### src/rtl/traffic_pkg.sv
// ============================================================================
// Module      : traffic_pkg
// Description : Phase encoding, lamp codes and phase sequencing helper for the
//               NS/EW intersection phase controller.
// Revision    : 1.0 - initial release
// ============================================================================
`default_nettype none

package traffic_pkg;

  typedef enum logic [2:0] {
    NS_G     = 3'd0,
    NS_Y     = 3'd1,
    AR_1     = 3'd2,
    EW_G     = 3'd3,
    EW_Y     = 3'd4,
    AR_2     = 3'd5,
    FAILSAFE = 3'd6
  } phase_e;

  // Lamp drives are {red,yellow,green}
  localparam logic [2:0] LAMP_RED = 3'b100;
  localparam logic [2:0] LAMP_YEL = 3'b010;
  localparam logic [2:0] LAMP_GRN = 3'b001;
  localparam logic [2:0] LAMP_OFF = 3'b000;

  function automatic phase_e next_phase(input phase_e p);
    case (p)
      NS_G:    return NS_Y;
      NS_Y:    return AR_1;
      AR_1:    return EW_G;
      EW_G:    return EW_Y;
      EW_Y:    return AR_2;
      AR_2:    return NS_G;
      default: return AR_2;
    endcase
  endfunction

endpackage

`default_nettype wire

### src/rtl/traffic_phase_fsm.sv
// ============================================================================
// Module      : traffic_phase_fsm
// Description : Two-approach phase sequencer (G->Y->all-red per approach) with
//               seconds countdown and blinking-red failsafe on fault.
//               Optional gap-out on vehicle sensors: define GAP_OUT_EN.
// Revision    : 1.0 - initial release
// ============================================================================
`default_nettype none

module traffic_phase_fsm
  import traffic_pkg::*;
#(
  parameter int CNT_W     = 8,
  parameter int GREEN_NS  = 30,
  parameter int GREEN_EW  = 30,
  parameter int YELLOW    = 3,
  parameter int ALL_RED   = 1,
  parameter int MIN_GREEN = 5
) (
  input  logic             clk,
  input  logic             rst_n,
  input  logic             tick_1hz,
  input  logic             tick_2hz,
  input  logic             fault,
  input  logic             car_ns,
  input  logic             car_ew,
  output logic [2:0]       ns_lamp,
  output logic [2:0]       ew_lamp,
  output logic [CNT_W-1:0] countdown,
  output logic [2:0]       phase
);

  phase_e           phase_q, phase_d, nxt_phase;
  logic [CNT_W-1:0] cnt_q, cnt_d;
  logic             blink_q, blink_d;
  logic [2:0]       ns_lamp_q, ns_lamp_d;
  logic [2:0]       ew_lamp_q, ew_lamp_d;
  logic             gap_out;

  function automatic logic [CNT_W-1:0] dur(input phase_e p);
    case (p)
      NS_G:       return CNT_W'(GREEN_NS);
      EW_G:       return CNT_W'(GREEN_EW);
      NS_Y, EW_Y: return CNT_W'(YELLOW);
      default:    return CNT_W'(ALL_RED);
    endcase
  endfunction

`ifdef GAP_OUT_EN
  // Gap-out once minimum green has elapsed, own approach empty, other side waiting
  assign gap_out = ((phase_q == NS_G) && (cnt_q <= CNT_W'(GREEN_NS - MIN_GREEN)) &&
                    !car_ns && car_ew) ||
                   ((phase_q == EW_G) && (cnt_q <= CNT_W'(GREEN_EW - MIN_GREEN)) &&
                    !car_ew && car_ns);
`else
  logic unused_sensors;
  assign unused_sensors = ^{car_ns, car_ew, MIN_GREEN};
  assign gap_out        = 1'b0;
`endif

  assign nxt_phase = next_phase(phase_q);

  always_comb begin
    phase_d = phase_q;
    cnt_d   = cnt_q;
    blink_d = blink_q;
    if (fault) begin
      phase_d = FAILSAFE;
      cnt_d   = '0;
      blink_d = (phase_q == FAILSAFE) ? (blink_q ^ tick_2hz) : 1'b1;
    end else if (phase_q == FAILSAFE) begin
      blink_d = blink_q ^ tick_2hz;
      if (tick_1hz) begin
        phase_d = AR_2;
        cnt_d   = CNT_W'(ALL_RED);
      end
    end else if (tick_1hz) begin
      if (gap_out) begin
        phase_d = nxt_phase;
        cnt_d   = CNT_W'(YELLOW);
      end else if (cnt_q == CNT_W'(1)) begin
        phase_d = nxt_phase;
        cnt_d   = dur(nxt_phase);
      end else begin
        cnt_d   = cnt_q - CNT_W'(1);
      end
    end
  end

  // Lamps decode from the next state so they change on the same edge as phase
  always_comb begin
    ns_lamp_d = LAMP_RED;
    ew_lamp_d = LAMP_RED;
    case (phase_d)
      NS_G:     ns_lamp_d = LAMP_GRN;
      NS_Y:     ns_lamp_d = LAMP_YEL;
      EW_G:     ew_lamp_d = LAMP_GRN;
      EW_Y:     ew_lamp_d = LAMP_YEL;
      FAILSAFE: begin
        ns_lamp_d = blink_d ? LAMP_RED : LAMP_OFF;
        ew_lamp_d = blink_d ? LAMP_RED : LAMP_OFF;
      end
      default: ;
    endcase
  end

  always_ff @(posedge clk or negedge rst_n) begin
    if (!rst_n) begin
      phase_q   <= AR_2;
      cnt_q     <= CNT_W'(ALL_RED);
      ns_lamp_q <= LAMP_RED;
      ew_lamp_q <= LAMP_RED;
    end else begin
      phase_q   <= phase_d;
      cnt_q     <= cnt_d;
      ns_lamp_q <= ns_lamp_d;
      ew_lamp_q <= ew_lamp_d;
    end
  end

  always_ff @(posedge clk or negedge rst_n) begin
    if (!rst_n) begin
      blink_q <= 1'b1;
    end else begin
      blink_q <= blink_d;
    end
  end

  assign ns_lamp   = ns_lamp_q;
  assign ew_lamp   = ew_lamp_q;
  assign countdown = cnt_q;
  assign phase     = phase_q;

`ifndef SYNTHESIS
  a_one_approach_moving: assert property (@(posedge clk) disable iff (!rst_n)
    !((|ns_lamp_q[1:0]) && (|ew_lamp_q[1:0])));
`endif

endmodule

`default_nettype wire

### config.mk
export PLATFORM = sky130hd
export DESIGN_NAME = traffic_phase_fsm
export DESIGN_NICKNAME = d
export VERILOG_FILES = /design/src/rtl/traffic_pkg.sv /design/src/rtl/traffic_phase_fsm.sv
export SDC_FILE = /design/constraint.sdc
export NUM_CORES = 1
export LEC_CHECK = 0
export CORE_MARGIN = 3
export CORE_UTILIZATION = 45
export CTS_CLUSTER_DIAMETER = 80
export CTS_CLUSTER_SIZE = 16
export DETAILED_ROUTE_END_ITERATION = 12
export PLACE_DENSITY_LB_ADDON = 0.12
export SYNTH_ARGS = -nofsm -noshare
export SYNTH_HDL_FRONTEND = slang
export SYNTH_SLANG_ARGS = --single-unit
### constraint.sdc
create_clock -name clk -period 4.9 [get_ports clk]
set_input_delay 0.49 -clock clk [delete_from_list [all_inputs] [get_ports clk]]
set_output_delay 0.49 -clock clk [all_outputs]
set_load 0.01 [all_outputs]
==> key figures <==
Setup path
  • CP max stage cell: clkdlybuf4s50_1
  • Worst setup EP type: flop
  • Worst r2r dst: ew_lamp[2]
  • CP max stage delay: 0.72 ns
  • Critical path, cell by cell: clkdlybuf4s50_1, or4bb_1, nor2_1, nor2_1, a211oi_1, a2bb2oi_1
  • CP max FO: 12
  • Worst reg2reg setup slack: 2.40 ns
  • Startpoint Class: input pin
  • Crit path depth: 6
  • Crit path buf inv count: 1
  • Worst EP required: 5.12 ns
  • Crit path to: ew_lamp[2]
  • Setup Crit Path Kind: in -> reg
  • Worst R2R Start: countdown[0]
  • Crit path DAT: 2.80 ns
  • FF-to-FF path depth: 6
  • CP startpoint: tick_1hz
  • Largest delay share family, worst path: simple AND/OR/NAND/NOR gates
  • Worst path most repeated cell: nor2_1

Clock tree
  • Clk_lat worst skew: 0.29 ns
  • Setup repair bufs after CTS: 0
  • Longest Clk Path Bufs: 2
  • CTS tree: built
  • CTS Hold Bufs: 0
  • Root Driver: clkbuf_4
  • Total clock buffers created by CTS: 3
  • CTS sink cnt: 18
  • Clock transition at the registers of the reported paths: 0.10 ns
  • H-tree depth: 1
  • Post-cts sizing count: 0

Timing
  • # setup viols final: 0
  • Worst Skew: 0.00251 ns
  • Max Slew Vio Count: 0
  • Minimum clock period: 2.58 ns
  • RSZ-0062 raised after global routing: false
  • Tcrit/Tclk final: 52.6%
  • Fmax: 388 MHz
  • Slew @ Worst Pin: 0.795 ns
  • Final-report hold violation count: 0
  • TNS Setup: 0 ns
  • Relative slew slack: 46.8%

Logic synthesis
  • Synthesized flop and latch total: 18
  • Avg Inst Size Synth: 9.28 sq um
  • Synth cell types: 39
  • Seq/Total Area, Yosys: 43.7%
  • Mapped Nets: 122
  • Mapped Cells: 113
  • Synthesized area: 1050 sq um
  • Synth top area cells: dfrtp_1 (29%), dfstp_2 (15%), nor2_1 (6.4%)
  • Area share of the largest cell type after synthesis: 28.6%
  • Synth warn: 0
  • Synth area leader: dfrtp_1

Drt
  • Final wirelength: 2.32 mm
  • ANT nets after route: 0
  • Routed vias: 900
  • Via density: 5.66
  • WL per Instance: 14.6 microns
  • DRC: 0
  • TritonRoute pass-1 iters: 4
  • 1st-iter DRT viols: 18

Finish
  • Syn-to-layout area delta: 24.6%
  • N_diodes: 0
  • Design Area, Final: 1310 sq um
  • Layout cells sized above 1: 10.6%
  • Nets: 142
  • Multi-input logic area: 549 sq um
  • Final core utilization: 62.7%
  • Fill count: 182
  • Register Area: 458 sq um

Run
  • Max_cap viols: 0

GRT
  • First-pass GRT wire length: 4.01 mm
  • Total track usage: 18.6%
  • Vias in the first global route: 881
  • Initial antenna violation count: 0
  • Largest net degree at the start of global routing: 19
  • Congestion Overflow GR: 0

Die
  • Total I/O pin count: 24
  • Die Ht: 54.3 microns
  • Initial Util: 50.4%
  • Die Area: 2950 sq um
  • Core area: 2080 sq um
  • Chip width: 54.3 microns
  • Rows: 16

Power
  • Peak VDD IR: 0.000239 V
  • Pwr/cell area: 376 nW/um^2
  • Overall Power: 491 uW
  • Pleak: 0.000516 uW

Place
  • Placement-stage cell area: 1270 sq um
  • Input/output buffers: 21
  • Post-DP HPWL: 1.68 mm
  • Routability cong.: 0.816

Hold path
  • Worst Hold Class: reg -> reg

Run status
  • Outcome: completed
cell usage after synthesis:
cell       number
a21o_1          2
inv_1           5
o21bai_1        1
a32o_1          1
o2bb2ai_1       1
and3_1          1
and2_1          2
o21ai_0         2
o22ai_1         3
a2bb2oi_1       1
nor3_1          3
or3_1           1
a21boi_0        1
nor2b_1         4
or4bb_1         1
a211oi_1        2
nand3b_1        1
or4_4           2
maj3_1          1
o22a_1          3
nand4b_1        1
ha_1            2
and4b_1         1
dfrtp_1        12
nor3_2          1
xnor2_1         3
nor2_1         18
or4b_2          1
mux2i_1         2
nor3b_1         2
nand2b_1        2
a211o_1         1
clkbuf_1        6
nor4_1          3
dfstp_2         6
nand2_1         4
a21oi_1         6
a311oi_1        2
nand3_1         2
cell families after synthesis:
group,Yosys count,share of synthesized area [%]
and+or+nand+nor,50,27.1
AOI/OAI and AO/OA,26,17.5
DFF,18,43.7
buffers and inverters,11,3.94
xor gates and xnor gates,3,2.51
adders and majority gates,3,3.34
muxes,2,1.91
cell type report:
| type | count | area share (%) |
|---|---|---|
| Tap cell | 27 | 2.59 |
| Multi-Input combinational cell | 84 | 42.0 |
| Sequential cell | 18 | 35.1 |
| Inverter | 5 | 1.44 |
| Clock buffer | 4 | 2.78 |
| Timing Repair Buffer | 21 | 16.1 |
metrics by stage:
stage / setup slack, ns / std cells / hold WS (ns)
4_1_cts: 2.34 / 159 / 0.588
2_1_floorplan: 2.67 / 113 / 0.194
5_1_grt: 2.17 / 159 / 0.610
6_report: 2.32 / 159 / 0.579
3_5_place_dp: 2.03 / 155 / 0.563
3_3_place_gp: 2.06 / 155 / 0.540
power breakdown:
group          leakage [uW]  total (uW)  switching, uW  internal, uW
logic              0.000271         193           92.8          99.9
registers          0.000224         207           28.7           179
clock network     0.0000210        91.3           46.0          45.2
cell usage in the layout, fill, tap and decap left out, types with 2 or more instances in the layout:
master / synthesis / routed
clkdlybuf4s50_1: 0 / 21
nor2_1: 18 / 18
dfrtp_1: 12 / 12
a21oi_1: 6 / 6
dfstp_2: 6 / 6
inv_1: 5 / 5
nand2_1: 4 / 4
nor2b_1: 4 / 4
nor3_1: 3 / 3
nor4_1: 3 / 3
o22a_1: 3 / 3
xnor2_1: 3 / 3
o22ai_1: 3 / 3
clkbuf_4: 0 / 3
or4_4: 2 / 2
nor3b_1: 2 / 2
a211oi_1: 2 / 2
and2_1: 2 / 2
a311oi_1: 2 / 2
mux2i_1: 2 / 2
o21ai_0: 2 / 2
nand3_1: 2 / 2
nand2b_1: 2 / 2
a21o_1: 2 / 2
ha_1: 2 / 2
registers in the layout, summed over array words and instances (netlist names):
signal and cells:
countdown 8, ew_lamp 3, ns_lamp 3, phase 3, blink_q 1
worst min path at each step:
| stage | depth (start not counted) | startpoint | end |
|---|---|---|---|
| floorplan | 0 | rst_n | countdown[1] |
| global placement | 1 | countdown[1] | countdown[1] |
| detailed placement | 1 | countdown[4] | countdown[4] |
| CTS | 1 | countdown[4] | countdown[4] |
| global route | 2 | countdown[0] | countdown[0] |
| finish | 2 | countdown[0] | countdown[0] |
metal layers:
layer / up-vias / track usage, % / wire length [microns]
met4: 0 / 7.47 / 21
met5: - / 0 / 0
met1: 432 / 26.9 / 1170
met2: 13 / 27.7 / 1050
li1: 451 / - / -
met3: 4 / 2.72 / 76
worst min-delay path: stages, from the launching register on:
cell      delay, ns
dfstp_2        0.42
nor2_1         0.11
a311oi_1       0.06
Note: power is estimated with default switching activity, not from simulation.
